--- src/rtl/round_encode_pack.sv ---
// Packs centred, divided-by-3 rounded coefficients as fixed DW-bit fields, LSB-first, into a byte stream.
// One coefficient in flight: 1 accept + DW divide + 1 merge + 1-2 emit cycles; out_valid stalled by out_ready freezes the FSM.
module round_encode_pack #(
  parameter int P  = 761,
  parameter int Q  = 4591,
  parameter int DW = 11
) (
  input  logic        clk,
  input  logic        rst,
  input  logic        start,
  output logic        busy,
  input  logic        in_valid,
  input  logic [12:0] in_coeff,
  output logic        in_ready,
  output logic [7:0]  out_byte,
  output logic        out_valid,
  input  logic        out_ready,
  output logic        out_last,
  output logic        err
);

  localparam int HALF = (Q - 1) / 2;
  localparam int CW   = $clog2(P + 1);
  localparam int AW   = DW + 7;
  localparam int FW   = $clog2(AW + 1);

  typedef enum logic [2:0] {IDLE, ACCEPT, DIV, MERGE, EMIT, FLUSH, DONE} state_t;

  state_t          state;
  logic [CW-1:0]   count;
  logic [AW-1:0]   acc;
  logic [FW-1:0]   fill;
  logic [DW-1:0]   dsh;
  logic [DW-1:0]   quo;
  logic [1:0]      rem;
  logic [3:0]      dcnt;
  logic            bad;

  logic [13:0]     u_sum;
  logic [13:0]     u_cen;
  logic            c_bad;
  logic [2:0]      trial;
  logic [DW-1:0]   digit;
  logic [AW-1:0]   acc_m;
  logic [AW-1:0]   acc_s;
  logic [FW-1:0]   fill_s;

  assign u_sum  = {1'b0, in_coeff} + 14'(HALF);
  assign u_cen  = (u_sum >= 14'(Q)) ? u_sum - 14'(Q) : u_sum;
  assign c_bad  = ({1'b0, in_coeff} >= 14'(Q));
  assign trial  = {rem, dsh[DW-1]};
  // A non-zero remainder means the coefficient was not a centred multiple of 3.
  assign digit  = (bad || rem != 2'd0) ? '0 : quo;
  assign acc_m  = acc | (AW'(digit) << fill);
  assign acc_s  = acc >> 8;
  assign fill_s = fill - FW'(8);

  always_ff @(posedge clk) begin
    if (rst) begin
      state     <= IDLE;
      busy      <= 1'b0;
      in_ready  <= 1'b0;
      out_valid <= 1'b0;
      out_last  <= 1'b0;
      out_byte  <= '0;
      err       <= 1'b0;
      count     <= '0;
      acc       <= '0;
      fill      <= '0;
      dsh       <= '0;
      quo       <= '0;
      rem       <= '0;
      dcnt      <= '0;
      bad       <= 1'b0;
    end else begin
      case (state)
        IDLE: begin
          if (start) begin
            state    <= ACCEPT;
            busy     <= 1'b1;
            in_ready <= 1'b1;
            err      <= 1'b0;
            count    <= '0;
            acc      <= '0;
            fill     <= '0;
          end
        end
        ACCEPT: begin
          if (in_valid) begin
            in_ready <= 1'b0;
            count    <= count + CW'(1);
            bad      <= c_bad;
            dsh      <= u_cen[DW-1:0];
            rem      <= 2'(u_cen >> DW);
            quo      <= '0;
            dcnt     <= '0;
            state    <= DIV;
          end
        end
        DIV: begin
          dsh  <= dsh << 1;
          dcnt <= dcnt + 4'd1;
          if (trial >= 3'd3) begin
            rem <= 2'(trial - 3'd3);
            quo <= {quo[DW-2:0], 1'b1};
          end else begin
            rem <= trial[1:0];
            quo <= {quo[DW-2:0], 1'b0};
          end
          if (dcnt == 4'(DW - 1)) state <= MERGE;
        end
        MERGE: begin
          if (bad || rem != 2'd0) err <= 1'b1;
          acc       <= acc_m;
          fill      <= fill + FW'(DW);
          out_valid <= 1'b1;
          out_byte  <= acc_m[7:0];
          out_last  <= 1'b0;
          state     <= EMIT;
        end
        EMIT: begin
          // Merge always leaves at least DW >= 8 bits, so a byte is always on offer here.
          if (out_ready) begin
            acc  <= acc_s;
            fill <= fill_s;
            if (fill_s >= FW'(8)) begin
              out_byte <= acc_s[7:0];
              out_last <= (count == CW'(P)) && (fill_s == FW'(8));
            end else if (count != CW'(P)) begin
              out_valid <= 1'b0;
              out_last  <= 1'b0;
              in_ready  <= 1'b1;
              state     <= ACCEPT;
            end else if (fill_s != '0) begin
              out_byte <= acc_s[7:0];
              out_last <= 1'b1;
              state    <= FLUSH;
            end else begin
              out_valid <= 1'b0;
              out_last  <= 1'b0;
              busy      <= 1'b0;
              state     <= DONE;
            end
          end
        end
        FLUSH: begin
          if (out_ready) begin
            out_valid <= 1'b0;
            out_last  <= 1'b0;
            busy      <= 1'b0;
            acc       <= '0;
            fill      <= '0;
            state     <= DONE;
          end
        end
        DONE: state <= IDLE;
        default: state <= IDLE;
      endcase
    end
  end

endmodule
--- config.mk ---
export PLATFORM = sky130hd
export DESIGN_NAME = round_encode_pack
export DESIGN_NICKNAME = d
export VERILOG_FILES = /design/src/rtl/round_encode_pack.sv
export SDC_FILE = /design/constraint.sdc
export NUM_CORES = 1
export LEC_CHECK = 0
export ABC_AREA = 0
export BUFFER_PORTS_ARGS = -buffer_cell sky130_fd_sc_hd__buf_2
export CAP_MARGIN = 20
export CORE_UTILIZATION = 35
export CTS_CLUSTER_DIAMETER = 150
export DETAILED_ROUTE_END_ITERATION = 8
export GPL_ROUTABILITY_DRIVEN = 1
export PLACE_DENSITY = 0.53
export SYNTH_ARGS = -nofsm -noshare
export SYNTH_HDL_FRONTEND = slang
export SYNTH_SLANG_ARGS = --single-unit
--- constraint.sdc ---
create_clock -name clk -period 6.5 [get_ports clk]
set_input_delay 0.65 -clock clk [delete_from_list [all_inputs] [get_ports clk]]
set_output_delay 0.65 -clock clk [all_outputs]
set_load 0.005 [all_outputs]
==> impl_results.md, run 1 <==
- H-tree Lvls: 3
- Slowest CP cell: o22a_1
- Max cap viols: 0
- Most numerous cell in the Yosys netlist: nor2_1
- Syn_nets: 674
- Power density over the cells: 304 mW/mm^2
- Vias: 4570
- Clk buf depth: 2
- CTS tree: built
- Share of Yosys cell area claimed by the top area cell type: 31.7%
- Postcts setup bufs: 0
- Synth Cell Area: 0.00492 mm^2
- Routability cong.: 0.879
- Post-route minimum period: 3.27 ns
- Cell variety after synth: 61
- Total Neg Setup Slack: 0 ns
- IO Port Bufs: 30
- Syn Inst Count: 645
- Initial antenna violation count: 0
- Leading cell types by count after synthesis: nor2_1, dfxtp_1, a21oi_1
- Iter 0 DRT Violations: 345
- Num CTS Buffers: 9
- N_diodes: 0
- Unrepaired setup endpoints after global routing: no
- CP Cell Sequence: buf_2 > inv_1 > ha_1 > nor2b_1 > nor2_1 > nor3_1 > o311ai_4 > o22a_1 > o21ai_1 > a2111o_1 > o211ai_1
- Fin crit share: 50.4%
- Internal: 1.06 mW
- Die area: 0.0145 mm^2
- Critical Setup Path Class: in2reg
- Worst-path maximum fanout: 14
- Sequential share of power: 36.7%
- Top post-synthesis cells by area: dfxtp_1, nor2_1, a21oi_1, o21ai_0, a22oi_1
- Antenna Nets Post-Route: 0
- Final #Nets: 671
- Yosys Warn Count: 0
- Highest clock rate: 305 MHz
- Global route overflow: 0
- Tot GR Track Use: 17.1%
- Fin. Hold Viols: 0
- Worst endpoint required time: 6.76 ns
- Min Hold Slack: 0.457 ns
- Dpl cell area: 0.00513 mm^2
- Root buffer cell: clkbuf_16
- Buf+Inv Stages, Crit Path: 2
- Clk_skew: 0.00891 ns
- Slew Limit Headroom: 32.0%
- Wire length per cell: 14.3 um
- Std cell rows: 42
- Yosys reg bits: 78
- Vias/cell: 5.55
- Biggest area consumer among synthesized cells: dfxtp_1
- DRT Pass-1 Iters: 5
- CTS clk-pin slew, worst paths: 0.06 ns
- Boundary pin count: 31
- Die W: 121 um
- CP peak stage delay: 0.46 ns
- WL final: 11800 um
- Worst IR drop on VDD: 0.153 mV
- Pin count of the biggest net entering global routing: 67
- Core area: 0.0135 mm^2
- Avg Inst Size Synth: 7.63 um^2
- Flip-flop and latch area: 0.00156 mm^2
- Worst Hold Class: reg2reg
- EDFF count, synth: 0
- Sw Ratio: 36.3%
- # DRC: 0
- Comb power frac: 30.3%
- P&R area growth vs syn: 11.0%
- Slew @ Worst Pin: 1.02 ns
- Vias in the first global route: 4224
- Area of the multi-input gates: 0.00309 mm^2
- Die height: 121 um
- P_sw: 603 uW
- Wire length of the first global-routing pass: 20200 um
- Hold_buf cts: 0
- Run status: completed
- Worst path arrival time: 3.53 ns
- Worst setup SP type: input port
- CTS sink cnt: 78
- Layout cells sized above 1: 11.4%
- Fillers: 1387
- Ys flop type: dfxtp_1
- Max Slew Vio Count: 0
- Post-cts resize count: 0
- Lkg Pwr: 1.87 nW
- Final setup fails: 0
- Final Cell Area: 0.00546 mm^2
- Clock network fraction of total power: 33.0%
- Starting density of the core: 36.6%
- Dpl hpwl: 8270 um
- CP endpoint kind: flop
- CP top delay family: compound AO/OA/AOI/OAI gates
- Register area share after synthesis: 31.7%
- Asr flop ratio synth: 0%
- Worst-Skew Late Latency: 0.34 ns
-- per-layer routing --
layer	share of wire (%)	GRT usage, %	vias to the layer above
li1	-	-	2327
met1	49	22.6	2156
met2	46	27.8	80
met3	3.7	4.10	7
met4	0.97	4.86	0
met5	0	0	-
-- per-stage QoR --
stage | total power, mW | utilization, % | instances | setup slack [ns]
final | 1.66 | 40.6 | 823 | 3.23
after global routing | 1.78 | 40.6 | 823 | 2.84
after CTS | 1.67 | 40.5 | 822 | 3.21
after detailed placement | 1.11 | 38.1 | 806 | 2.88
after global placement | 1.10 | 38.1 | 806 | 3.04
after floorplan | 0.994 | - | 645 | 3.45
-- path summary, 6_finish.rpt --
kind	startpoint	to	slack [ns]	depth (start not counted)
max reg2reg	fill[3]$_SDFFE_PP0P_	out_byte[2]$_SDFFE_PP0P_	3.25	7
min reg2reg	acc[0]$_SDFFE_PP0P_	acc[0]$_SDFFE_PP0P_	0.46	2
min	acc[0]$_SDFFE_PP0P_	acc[0]$_SDFFE_PP0P_	0.46	2
max	in_coeff[0]	dsh[5]$_SDFFE_PP0P_	3.23	11
-- state kept, by name, summed over array words and instances (netlist names) --
name,flops
count,10
state,3
out_last,1
out_valid,1
dsh,11
acc,18
fill,5
in_ready,1
err,1
quo,11
out_byte,8
busy,1
bad,1
dcnt,4
rem,2
-- worst register-to-register path, stage by stage, from the launching register on --
cell and delay (ns):
dfxtp_1 0.71, ha_1 0.35, nand2b_1 0.17, o31ai_1 0.52
o21ai_0 0.20, a21oi_1 0.84, mux2i_1 0.28, nor2_1 0.05
-- power by group through the flow --
stage | clock [mW] | sequential, mW | combinational, mW
final | 0.548 | 0.609 | 0.502
after global routing | 0.590 | 0.619 | 0.573
after CTS | 0.567 | 0.608 | 0.493
after detailed placement | 0 | 0.619 | 0.491
after global placement | 0 | 0.616 | 0.485
after floorplan | 0 | 0.572 | 0.422
-- cell families after synthesis --
family	share of synthesized area, %
buf+inv	5.77
mux	6.89
compound gates	26.3
simple gates	22.6
flops	31.7
fa+ha+maj	2.80
xor+xnor	3.89
-- cell usage in the layout, fill, tap and decap left out, types with 4 or more instances in the layout --
cell type  netlist  routed
o211ai_1        10      10
o21ai_1          7       7
nand4_1          9       9
a211oi_1         5       5
xnor2_1         12      12
nor3b_1          5       5
nor3_1          30      28
a21oi_1         57      57
nand2b_1         4       4
ha_1            11      11
clkbuf_16        0       9
buf_4            0       4
buf_2            5      30
or3_1            5       5
nand3_1         21      21
inv_1           21      21
nand2_1         46      46
a31oi_1          4       4
a21o_1           4       4
nor2b_1          5       5
and3_1           6       6
dfxtp_1         78      78
o22a_1           4       4
xor2_1           8       8
o21ai_0         47      47
mux4_2           6       6
nor2_1          91      90
nand3b_1         4       4
mux2i_1         17      17
a22oi_1         25      25
nor4_1           4       4
o22ai_1          7       7
-- cell type report --
type | count | share of cell area, %
Multi-Input combinational cell | 497 | 56.5
Tap cell | 176 | 4.03
Inverter | 21 | 1.44
Timing Repair Buffer | 35 | 3.50
Sequential cell | 78 | 28.6
Clock buffer | 10 | 4.19
Clock inverter | 6 | 1.72
(Power assumes the default switching activity.)
==> run 2: changes to the inputs <==
- clock period: 6.5 -> 3.2 ns (I/O delays scaled with it)
==> impl_results.md, run 2 (same netlist as run 1, synthesis figures left out) <==
- Run status: completed (unchanged)
- IO Port Bufs: 30 (unchanged)
- Global route overflow: 0 (unchanged)
- Buf+Inv Stages, Crit Path: 2 (unchanged)
- Wire length per cell: 14.4 um (was 14.3 um)
- Initial antenna violation count: 0 (unchanged)
- Max Slew Vio Count: 0 (unchanged)
- M2 GR Usage: 29.5% (was 27.8%)
- Total Neg Setup Slack: 0 ns (unchanged)
- Die height: 121 um (unchanged)
- Worst path arrival time: 2.96 ns (was 3.53 ns)
- Hold_buf cts: 0 (unchanged)
- N_diodes: 0 (unchanged)
- Iter 0 DRT Violations: 305 (was 345)
- Unrepaired setup endpoints after global routing: no (unchanged)
- Wire length of the first global-routing pass: 21200 um (was 20200 um)
- Root buffer cell: clkbuf_16 (unchanged)
- Num CTS Buffers: 9 (unchanged)
- Core area: 0.0135 mm^2 (unchanged)
- CP endpoint kind: flop (unchanged)
- WL final: 12100 um (was 11800 um)
- Boundary pin count: 31 (unchanged)
- Min Hold Slack: 0.308 ns (was 0.457 ns)
- P&R area growth vs syn: 12.8% (was 11.0%)
- Worst endpoint required time: 3.45 ns (was 6.76 ns)
- Highest clock rate: 370 MHz
- Postcts setup bufs: 0 (unchanged)
- Global route hottest layer: met2 (unchanged)
- # DRC: 0 (unchanged)
- Vias/cell: 5.57 (was 5.55)
- CTS clk-pin slew, worst paths: 0.06 ns (about the same)
- Max cap viols: 0 (unchanged)
- Vias in the first global route: 4455 (was 4224)
- Met3 usage: 4.06% (was 4.10%)
- Slew Limit Headroom: 49.0% (was 32.0%)
- Worst-path maximum fanout: 11 (was 14)
- Worst Hold Class: in2reg (was reg2reg)
- Power density over the cells: 615 mW/mm^2 (was 304 mW/mm^2)
- Lkg Pwr: 1.94 nW (was 1.87 nW)
- Biggest regs: acc (18), dsh (11), quo (11) (unchanged)
- Final core occ: 41.3% (was 40.6%)
- CP peak stage delay: 0.41 ns (was 0.46 ns)
- Commonest non-fill, non-tap cell in the layout: nor2_1 (unchanged)
- CTS sink cnt: 78 (unchanged)
- Commonest cells after routing, fill and taps aside: nor2_1, dfxtp_1, a21oi_1 (unchanged)
- Worst IR drop on VDD: 0.247 mV (was 0.153 mV)
- Critical Setup Path Class: in2reg (unchanged)
- Tot GR Track Use: 17.9% (was 17.1%)
- Max reg flops: 18 (unchanged)
- Layout cells sized above 1: 13.2% (was 11.4%)
- Clk_skew: 0.00832 ns (was 0.00891 ns)
- GR Layer Usage met1: 23.5% (was 22.6%)
- Pin count of the biggest net entering global routing: 40 (was 67)
- Std cell rows: 42 (unchanged)
- Slew @ Worst Pin: 0.764 ns (was 1.02 ns)
- CP Cell Sequence: buf_2 > inv_1 > ha_1 > nand2b_1 > a211oi_1 > nor3_1 > o311ai_4 > o22a_1 > o21ai_1 > a2111o_1 > o211ai_1 (was buf_2 > inv_1 > ha_1 > nor2b_1 > nor2_1 > nor3_1 > o311ai_4 > o22a_1 > o21ai_1 > a2111o_1 > o211ai_1)
- CTS tree: built (unchanged)
- CP top delay family: compound AO/OA/AOI/OAI gates (unchanged)
- Worst setup SP type: input port (unchanged)
- Die W: 121 um (unchanged)
- Final setup fails: 0 (unchanged)
- Fin. Hold Viols: 0 (unchanged)
- Routability cong.: 0.867 (was 0.879)
- Clk buf depth: 2 (unchanged)
- Starting density of the core: 36.6% (unchanged)
- Vias: 4659 (was 4570)
- Fin crit share: 84.4%
- Final Power: 3.41 mW (was 1.66 mW)
- Worst-Skew Late Latency: 0.34 ns (about the same)
- Post-route minimum period: 2.70 ns
- H-tree Lvls: 3 (unchanged)
- Final #Nets: 684 (was 671)
- Slowest CP cell: a2111o_1 (was o22a_1)
- Dpl hpwl: 8640 um (was 8270 um)
- Largest reg by FF count: acc (unchanged)
- DRT Pass-1 Iters: 4 (was 5)
- Die area: 0.0145 mm^2 (unchanged)
- Post-cts resize count: 0 (unchanged)
- Antenna Nets Post-Route: 0 (unchanged)
run 2: final timing paths:
kind,startpoint,to,slack [ns],depth (start not counted)
setup / recovery,in_coeff[1],dsh[5]$_SDFFE_PP0P_,0.50,11
hold / removal,in_coeff[12],bad$_SDFFE_PP0P_,0.31,3
setup reg to reg,fill[4]$_SDFFE_PP0P_,busy$_SDFFE_PP0P_,0.87,10
hold reg to reg,out_last$_SDFFE_PP0P_,out_last$_SDFFE_PP0P_,0.45,2
run 2: layer usage:
layer  share of wire, %  wire [um]
met1                 49       5910
met2                 47       5660
met3                3.3        401
met4               0.92        111
met5                  0          0
run 2: worst reg2reg max path: cells and delay by family, from the launching register on:
kind | cells | cell delay, ns
AOI/OAI and AO/OA | 2 | 0.57
adders and majority gates | 1 | 0.28
buffers and inverters | 1 | 0.07
DFF | 1 | 0.33
and+or+nand+nor | 6 | 1.00
run 2: final cells by class:
cell class | instances | area, um^2
repair buffers | 48 | 285
multi-input cells | 497 | 3090
inverters | 21 | 78.8
clock buffers | 9 | 225
clock inverters | 7 | 96.3
fillers | 1410 | 7900
well taps | 176 | 220
flip-flops and latches | 78 | 1560
run 2: metrics by stage:
stage	instance area (um^2)	setup WS (ns)	instances
finish	5550	0.499	836
floorplan	4920	0.448	645
detailed placement	5230	0.166	820
CTS	5550	0.522	836
global route	5550	0.238	836
global placement	5230	0.245	820
run 2: report_power, final:
part	total (mW)	switching, mW	internal (mW)
Clock	1.11	0.428	0.687
Sequential	1.21	0.123	1.08
Combinational	1.09	0.694	0.400
==> run 3: changes to the inputs <==
- PLACE_DENSITY: 0.53 -> 0.55
- clock period: 3.2 -> 2.19 ns (I/O delays scaled with it)
==> impl_results.md, run 3 (same netlist as run 1, synthesis figures left out) <==
- CTS tree: built (unchanged)
- # DRC: 0 (unchanged)
- DP Cell Count: 870 (was 820)
- Biggest regs: acc (18), dsh (11), quo (11) (unchanged)
- CP endpoint kind: flop (unchanged)
- Pin count of the biggest net entering global routing: 33 (was 40)
- Boundary pin count: 31 (unchanged)
- Slew @ Worst Pin: 0.628 ns (was 0.764 ns)
- Vias/cell: 5.46 (was 5.57)
- Worst endpoint required time: 2.39 ns (was 3.45 ns)
- Worst path arrival time: 2.24 ns (was 2.96 ns)
- Final setup fails: 0 (unchanged)
- Die area: 0.0145 mm^2 (unchanged)
- Global route overflow: 0 (unchanged)
- Num CTS Buffers: 9 (unchanged)
- Highest clock rate: 490 MHz
- Final Power: 5.00 mW (was 3.41 mW)
- IO Port Bufs: 30 (unchanged)
- Antenna Nets Post-Route: 0 (unchanged)
- Root buffer cell: clkbuf_16 (unchanged)
- Die W: 121 um (unchanged)
- Iter 0 DRT Violations: 336 (was 305)
- CP top delay family: compound AO/OA/AOI/OAI gates (unchanged)
- Wire length of the first global-routing pass: 21400 um (was 21200 um)
- Vias in the first global route: 4598 (was 4455)
- Slowest CP cell: o31a_4 (was a2111o_1)
- DRT Pass-1 Iters: 5 (was 4)
- Lkg Pwr: 2.21 nW (was 1.94 nW)
- Wire length per cell: 13.9 um (was 14.4 um)
- Worst-Skew Late Latency: 0.34 ns (about the same)
- Dpl hpwl: 9140 um (was 8640 um)
- P&R area growth vs syn: 24.8% (was 12.8%)
- CP Cell Sequence: buf_2 > o31a_4 > a2111oi_4 > o32a_2 > o311ai_4 > o22a_2 > buf_4 > nor3_1 > nand3b_1 > a21oi_1 (was buf_2 > inv_1 > ha_1 > nand2b_1 > a211oi_1 > nor3_1 > o311ai_4 > o22a_1 > o21ai_1 > a2111o_1 > o211ai_1)
- Final Cell Area: 0.00614 mm^2 (was 0.00555 mm^2)
- R2R setup slack: 0.19 ns (was 0.87 ns)
- Hold_sp: out_ready (was in_coeff[12])
- Layout cells sized above 1: 24.1% (was 13.2%)
- Hold_buf cts: 0 (unchanged)
- Run status: completed (unchanged)
- Worst r2r dst: busy$_SDFFE_PP0P_ (unchanged)
- Total Neg Setup Slack: 0 ns (unchanged)
- Hold path endpoint: out_last$_SDFFE_PP0P_ (was bad$_SDFFE_PP0P_)
- N_diodes: 0 (unchanged)
- CTS clk-pin slew, worst paths: 0.06 ns (about the same)
- Die height: 121 um (unchanged)
- Final cell count without fillers: 886 (was 836)
- Starting density of the core: 36.6% (unchanged)
- Core area: 0.0135 mm^2 (unchanged)
- WL final: 12300 um (was 12100 um)
- Unrepaired setup endpoints after global routing: yes (was no)
- Worst-path maximum fanout: 6 (was 11)
- Vias: 4834 (was 4659)
- Dpl cell area: 0.00577 mm^2 (was 0.00523 mm^2)
- Max reg flops: 18 (unchanged)
- Worst Reg-to-Reg Cells: 10 (unchanged)
- CTS sink cnt: 78 (unchanged)
- Hold path depth: 3 (unchanged)
- Clk buf depth: 2 (unchanged)
- Slew Limit Headroom: 58.1% (was 49.0%)
- Fin crit share: 93.2%
- Reg2Reg Launch Point: fill[4]$_SDFFE_PP0P_ (unchanged)
- Max Slew Vio Count: 0 (unchanged)
- Post-route minimum period: 2.04 ns
- CP peak stage delay: 0.41 ns (about the same)
- Commonest non-fill, non-tap cell in the layout: nor2_1 (unchanged)
- Routability cong.: 0.856 (was 0.867)
- Final #Nets: 734 (was 684)
- Fin. Hold Viols: 0 (unchanged)
- Largest reg by FF count: acc (unchanged)
- Power density over the cells: 815 mW/mm^2 (was 615 mW/mm^2)
- Buf+Inv Stages, Crit Path: 2 (unchanged)
- Std cell rows: 42 (unchanged)
- Clk_skew: 0.00501 ns (was 0.00832 ns)
- Initial antenna violation count: 0 (unchanged)
- Worst Hold Class: in2reg (unchanged)
- Max cap viols: 0 (unchanged)
- Critical Setup Path Class: in2reg (unchanged)
- Worst setup SP type: input port (unchanged)
- Worst IR drop on VDD: 0.420 mV (was 0.247 mV)
- H-tree Lvls: 3 (unchanged)
- Tot GR Track Use: 18.0% (was 17.9%)
- Commonest cells after routing, fill and taps aside: nor2_1, dfxtp_1, buf_4 (was nor2_1, dfxtp_1, a21oi_1)
-- run 3: how the worst max path moves through the flow --
stage                    startpoint             endpoint  slack (ns)  depth (start not counted)
2_1_floorplan           in_coeff[0]  dsh[2]$_SDFFE_PP0P_       -0.15                         13
3_3_place_gp            in_coeff[7]  dsh[5]$_SDFFE_PP0P_       -0.19                          9
3_5_place_dp            in_coeff[7]  dsh[5]$_SDFFE_PP0P_       -0.25                          9
4_1_cts        fill[4]$_SDFFE_PP0P_    busy$_SDFFE_PP0P_        0.07                         10
5_1_grt        fill[4]$_SDFFE_PP0P_    busy$_SDFFE_PP0P_     -0.0008                         10
6_report                in_coeff[0]  dsh[9]$_SDFFE_PP0P_        0.15                         10
-- run 3: per-layer routing --
metal	up-vias	track usage, %	part of all wire, %
li1	2454	-	-
met1	2285	23.2	48
met2	85	30.5	47
met3	10	2.92	3.5
met4	0	5.63	1.2
met5	-	0	0
-- run 3: layout make-up --
cell class / instances / area [um^2]
Tap cell: 176 / 220
Sequential cell: 78 / 1570
Timing Repair Buffer: 98 / 698
Inverter: 21 / 88.8
Multi-Input combinational cell: 497 / 3290
Fill cell: 1375 / 7310
Clock buffer: 9 / 225
Clock inverter: 7 / 57.6
-- run 3: report_power, final --
| part | internal (mW) | switching (mW) | leakage (nW) |
|---|---|---|---|
| Clock | 0.783 | 0.633 | 0.134 |
| Sequential | 1.59 | 0.132 | 0.633 |
| Combinational | 0.760 | 1.11 | 1.44 |
-- run 3: repair_timing --
item | CTS | global route
endpoints found under the setup margin | 0 | 15
setup buffers | 0 | 0
resized for setup | 0 | 23
-- run 3: worst register-to-register path: stages (launching register included) --
cell	delay, ns
dfxtp_2	0.32
inv_2	0.08
ha_4	0.20
nand2b_4	0.15
nor3_4	0.18
and2_4	0.17
nor2b_1	0.14
o21ai_1	0.09
a2111oi_2	0.36
nor2_1	0.07
nor3_1	0.17
-- run 3: metrics by stage --
| stage | utilization [%] | setup slack (ns) | hold WS [ns] |
|---|---|---|---|
| detailed placement | 42.9 | -0.247 | 0.450 |
| global placement | 42.9 | -0.194 | 0.440 |
| finish | 45.7 | 0.148 | 0.210 |
| CTS | 45.0 | 0.0692 | 0.186 |
| floorplan | - | -0.148 | 0.378 |
| global route | 45.7 | -0.000835 | 0.210 |
